### src/rtl/usb_tx_packetizer.sv
// EP6 slave-FIFO feeder: first-word fall-through word FIFO that tags each
// packet's final word for PKTEND, on a full packet or after an idle timeout.
module usb_tx_packetizer #(
  parameter int DEPTH     = 16,
  parameter int PKT_WORDS = 256,
  parameter int TIMEOUT   = 64
) (
  input  logic                       CLKOUT,
  input  logic                       rst,
  input  logic                       clr,
  input  logic [15:0]                in_data,
  input  logic                       in_valid,
  output logic                       in_ready,
  output logic [15:0]                out_data,
  output logic                       out_valid,
  input  logic                       out_ready,
  output logic                       out_last,
  output logic [$clog2(DEPTH):0]     level,
  output logic                       overflow
);

  localparam int AW = $clog2(DEPTH);
  localparam int LW = AW + 1;
  localparam int TW = $clog2(TIMEOUT + 2);

  logic [15:0]   mem_q [DEPTH];
  logic [AW-1:0] wr_ptr_q, wr_ptr_d;
  logic [AW-1:0] rd_ptr_q, rd_ptr_d;
  logic [LW-1:0] level_q, level_d;
  logic [15:0]   pkt_q, pkt_d;
  logic [TW-1:0] idle_q, idle_d;
  logic          ovf_q, ovf_d;
  logic          push, pop, flush_hit;

  assign in_ready  = (level_q < LW'(DEPTH)) && !clr;
  assign out_valid = (level_q != '0) && !clr;
  assign push      = in_valid && in_ready;
  assign pop       = out_valid && out_ready;

  // Short-packet flush: only the last stored word, after a quiet producer.
  assign flush_hit = (TIMEOUT != 0)
                  && (level_q == LW'(1))
                  && (idle_q == TW'(TIMEOUT));

  assign out_last = out_valid
                 && ((pkt_q == 16'(PKT_WORDS - 1)) || flush_hit);

  assign out_data = out_valid ? mem_q[rd_ptr_q] : '0;
  assign level    = level_q;
  assign overflow = ovf_q;

  always_comb begin
    wr_ptr_d = wr_ptr_q;
    rd_ptr_d = rd_ptr_q;
    level_d  = level_q;
    pkt_d    = pkt_q;
    idle_d   = idle_q;
    ovf_d    = ovf_q;
    if (clr) begin
      wr_ptr_d = '0;
      rd_ptr_d = '0;
      level_d  = '0;
      pkt_d    = '0;
      idle_d   = '0;
      ovf_d    = 1'b0;
    end else begin
      if (in_valid && !in_ready)
        ovf_d = 1'b1;
      if (push)
        wr_ptr_d = wr_ptr_q + AW'(1);
      if (pop) begin
        rd_ptr_d = rd_ptr_q + AW'(1);
        pkt_d    = out_last ? 16'd0 : pkt_q + 16'd1;
      end
      unique case ({push, pop})
        2'b10:   level_d = level_q + LW'(1);
        2'b01:   level_d = level_q - LW'(1);
        default: level_d = level_q;
      endcase
      if (push)
        idle_d = '0;
      else if (idle_q != TW'(TIMEOUT))
        idle_d = idle_q + TW'(1);
    end
  end

  always_ff @(posedge CLKOUT or posedge rst) begin
    if (rst) begin
      wr_ptr_q <= '0;
      rd_ptr_q <= '0;
      level_q  <= '0;
      pkt_q    <= '0;
      idle_q   <= '0;
      ovf_q    <= 1'b0;
    end else begin
      wr_ptr_q <= wr_ptr_d;
      rd_ptr_q <= rd_ptr_d;
      level_q  <= level_d;
      pkt_q    <= pkt_d;
      idle_q   <= idle_d;
      ovf_q    <= ovf_d;
    end
  end

  always_ff @(posedge CLKOUT) begin
    if (push)
      mem_q[wr_ptr_q] <= in_data;
  end

endmodule

### config.mk
export PLATFORM = sky130hd
export DESIGN_NAME = usb_tx_packetizer
export DESIGN_NICKNAME = d
export VERILOG_FILES = /design/src/rtl/usb_tx_packetizer.sv
export SDC_FILE = /design/constraint.sdc
export NUM_CORES = 1
export LEC_CHECK = 0
export BUFFER_PORTS_ARGS = -buffer_cell sky130_fd_sc_hd__buf_4
export CAP_MARGIN = 20
export CORE_UTILIZATION = 55
export DETAILED_ROUTE_END_ITERATION = 10
export PLACE_DENSITY = 0.83
export SLEW_MARGIN = 20
export SYNTH_ARGS = -nofsm -noshare
export SYNTH_HDL_FRONTEND = slang
export SYNTH_SLANG_ARGS = --single-unit
### constraint.sdc
create_clock -name CLKOUT -period 2.7 [get_ports CLKOUT]
set_clock_uncertainty 0.2 [all_clocks]
set_input_delay 0.135 -clock CLKOUT [delete_from_list [all_inputs] [get_ports CLKOUT]]
set_output_delay 0.135 -clock CLKOUT [all_outputs]
set_load 0.005 [all_outputs]
==> flow_metrics.py <==
metrics = {
    "worst_setup_path": {
        "worstPathMaxFanout": 7,
        "worstPathCellList": "clkbuf_4, clkbuf_16, mux4_2, mux2i_1, o22ai_2, buf_4",
        "arrival_ns": 2.39,
        "cp-start-kind": "register",
        "path_class": "register to output port",
        "worstPathRequired_ns": 2.37,
        "slowest_stage": "mux4_2",
        "max_stage_delay_ns": 0.51,
        "end_kind": "output port",
        "path_buf_inv": 3,
        "rrSetupSlack_ns": 0.25,
        "path_delay_family": "multiplexers",
    },
    "synth": {
        "synth-edff-count": 256,
        "synthTopCellsByArea": "edfxtp_1 64%, mux4_2 12%, dfrtp_1 7.7%",
        "postSynthAreaPerCell_um2": 18.5,
        "synth-seq-area-share_pct": 71.9,
        "synth_top_area_cell": "edfxtp_1",
        "ys.flop_type": "edfxtp_1",
        "netlist_area_mm2": 0.0120,
        "async_reset_ff_share_pct": 12.6,
        "ys_ff_latch": 293,
        "synth_warnings": 0,
        "synth_cell_types": 54,
        "yosysTopAreaCellShare_pct": 64.1,
        "syn-num-nets": 682,
        "syn_inst": 649,
    },
    "timing": {
        "min_period_ns": 2.73,
        "setup_violations": 2,
        "tightest_slew_ns": 0.750,
        "timing.fmax_mhz": 367,
        "fin_ws_ns": -0.0258,
        "period_share_pct": 101,
        "slew_headroom_pct": 50.0,
        "hold_viol": 0,
        "slew_violations": 0,
        "rsz0062_at_grt": "yes",
        "finalHoldWorstSlack_ns": 0.0793,
    },
    "final_layout": {
        "seqCellArea_mm2": 0.00862,
        "antenna_cells": 0,
        "fillers": 1321,
        "post-route-util_pct": 67.8,
        "syn_to_final_growth_pct": 20.1,
        "multiInputGateArea_mm2": 0.00327,
        "drive_above_1_share_pct": 30.9,
        "nNetsFinal": 814,
    },
    "die": {
        "die_y_um": 150,
        "die_area_mm2": 0.0224,
        "die_w_um": 150,
        "start_util_pct": 56.5,
        "placementRows": 53,
        "core_area_mm2": 0.0212,
        "io_pins": 46,
    },
    "routing": {
        "drc": 0,
        "routed_wl_um": 27400,
        "wl_per_cell_um": 25.4,
        "avgViaCountPerCell": 6.23,
        "vias": 6709,
        "drt-initial-drc-count": 636,
        "ant_nets": 0,
        "drt_first_pass_iters": 5,
    },
    "status": {
        "violations": "setup timing",
        "status": "complete, but fails checks",
    },
    "cts": {
        "numCtsBuffers": 29,
        "htree_levels": 1,
        "tritoncts": "done",
        "clock_sinks": 293,
        "clockRootBuffer": "clkbuf_16",
        "clk_latency_ns": 0.55,
        "clk_pin_slew_ns": 0.06,
        "cts_max_path_buffers": 3,
    },
    "job": {
        "cap_viol_max_count": 0,
    },
    "placed_design": {
        "gp_congestion": 0.896,
        "io_buffers": 45,
        "dp_hpwl_um": 16000,
    },
    "global_routing": {
        "grt_pass1_wl_um": 39500,
        "grt_use_total_pct": 24.3,
        "grt_max_degree": 26,
        "grt_pass1_vias": 6843,
        "globalRouteOverflowTotal": 0,
        "grt_antenna_before_repair": 0,
    },
    "power_and_ir_drop": {
        "powerDensity_mw_per_mm2": 797,
        "power.leakage_nw": 4.86,
        "vdd_drop_max_mv": 0.611,
    },
    "min_path": {
        "worst_hold_path_type": "input pin to async pin",
    },
}
[report_power, final]
part           internal (mW)  leakage, nW  switching [mW]
clock                   2.07        0.417            1.62
combinational           1.44         1.64            1.20
sequential              5.02         2.81           0.125
total                   8.53         4.86            2.94
[kinds of logic after synthesis]
logic type	count (synthesis)	share of synthesized area (%)
simple gates	125	5.62
fa+ha+maj	12	1.25
flops	293	71.9
buf+inv	47	1.96
mux	98	14.9
xor+xnor	17	1.24
compound gates	57	3.19
[tightest hold or removal path: cells and delay by family]
kind | cells | cell delay (ns)
buf+inv | 3 | 1.21
[registers in the layout (all words and copies together), names as in the netlist]
signal / count
wr_ptr_q: 4
rd_ptr_q: 4
idle_q: 7
mem_q: 256
overflow: 1
pkt_q: 16
level: 5
[synthesized netlist by cell type, drive strengths merged (2+ instances only)]
cell,instances
nand3,11
o311ai,2
a32o,2
nor2,33
and3,2
edfxtp,256
xor2,7
nand4,4
and4,3
xnor2,10
clkbuf,16
nor4b,4
or3,3
o21ai,9
and2,16
a21oi,9
ha,12
nand2b,4
nor4,7
inv,13
o211ai,2
nor3,2
dfrtp,37
a31oi,6
o22ai,19
buf,17
or2,2
nand2,28
mux4,64
mux2i,33
or4,2
[stage by stage]
stage / std cells / power, mW / TNS (ns) / setup slack, ns / cell area, um2
2_1_floorplan: 649 / 6.68 / 0 / 0.507 / 12000
3_3_place_gp: 984 / 7.30 / 0 / 0.367 / 13000
3_5_place_dp: 984 / 7.40 / 0 / 0.174 / 13000
4_1_cts: 1066 / 11.2 / 0 / 0.00104 / 14100
5_1_grt: 1077 / 11.8 / -0.553 / -0.0935 / 14400
6_report: 1077 / 11.5 / -0.0490 / -0.0258 / 14400
[path summary, 6_finish.rpt]
check	from	to	depth (start not counted)
worst max-delay path	rd_ptr_q[0]$_DFFE_PP0P_	out_data[6]	6
worst min-delay path	rst	pkt_q[10]$_DFFE_PP0P_	3
worst max register to register	level[0]$_DFFE_PP0P_	pkt_q[5]$_DFFE_PP0P_	9
worst min register to register	pkt_q[6]$_DFFE_PP0P_	pkt_q[6]$_DFFE_PP0P_	1
max in group asynchronous	rst	level[1]$_DFFE_PP0P_	4
min in group CLKOUT	in_data[3]	mem_q[12][3]$_DFFE_PP_	2
[cell type report]
cell class / instances / area share (%)
Multi-Input combinational cell: 309 / 22.7
Clock buffer: 40 / 5.33
Inverter: 14 / 0.365
Tap cell: 275 / 2.39
Timing Repair Buffer: 134 / 8.70
Clock inverter: 12 / 0.600
Sequential cell: 293 / 59.9
[cells in the final DEF, fill, tap and decap left out, types with 4 or more instances in the layout]
master / count
nand2b_1: 4
o21ai_0: 8
mux2i_2: 5
o22ai_2: 4
buf_12: 11
xnor2_1: 10
nand2_1: 27
mux2i_1: 26
clkbuf_1: 11
buf_4: 97
a31oi_1: 6
clkbuf_16: 32
and2_1: 16
nand4_1: 4
edfxtp_1: 256
mux4_2: 64
ha_1: 12
nor4_1: 7
dfrtp_2: 4
dfrtp_1: 32
clkinv_1: 6
a21oi_1: 8
xor2_1: 7
nand3_1: 9
dlygate4sd3_1: 21
clkinv_2: 4
inv_1: 12
o22ai_1: 14
nor2_1: 31
[metal layers]
metal	up-vias	routed length [um]	global-route usage (%)
li1	2871	-	-
met1	3430	10400	32.0
met2	329	13700	40.6
met3	79	2160	3.78
met4	0	1050	10.1
met5	-	0	0
[repair_timing]
item                                   4_1_cts  5_1_grt
setup buffers                                9        8
gates resized for setup                     14       20
cloned                                       0        3
hold buffers                                21        0
pin swaps                                    2        1
setup endpoints to repair                   17       17
endpoints found under the hold margin      307        0
Power figures use the tool's default switching activity.
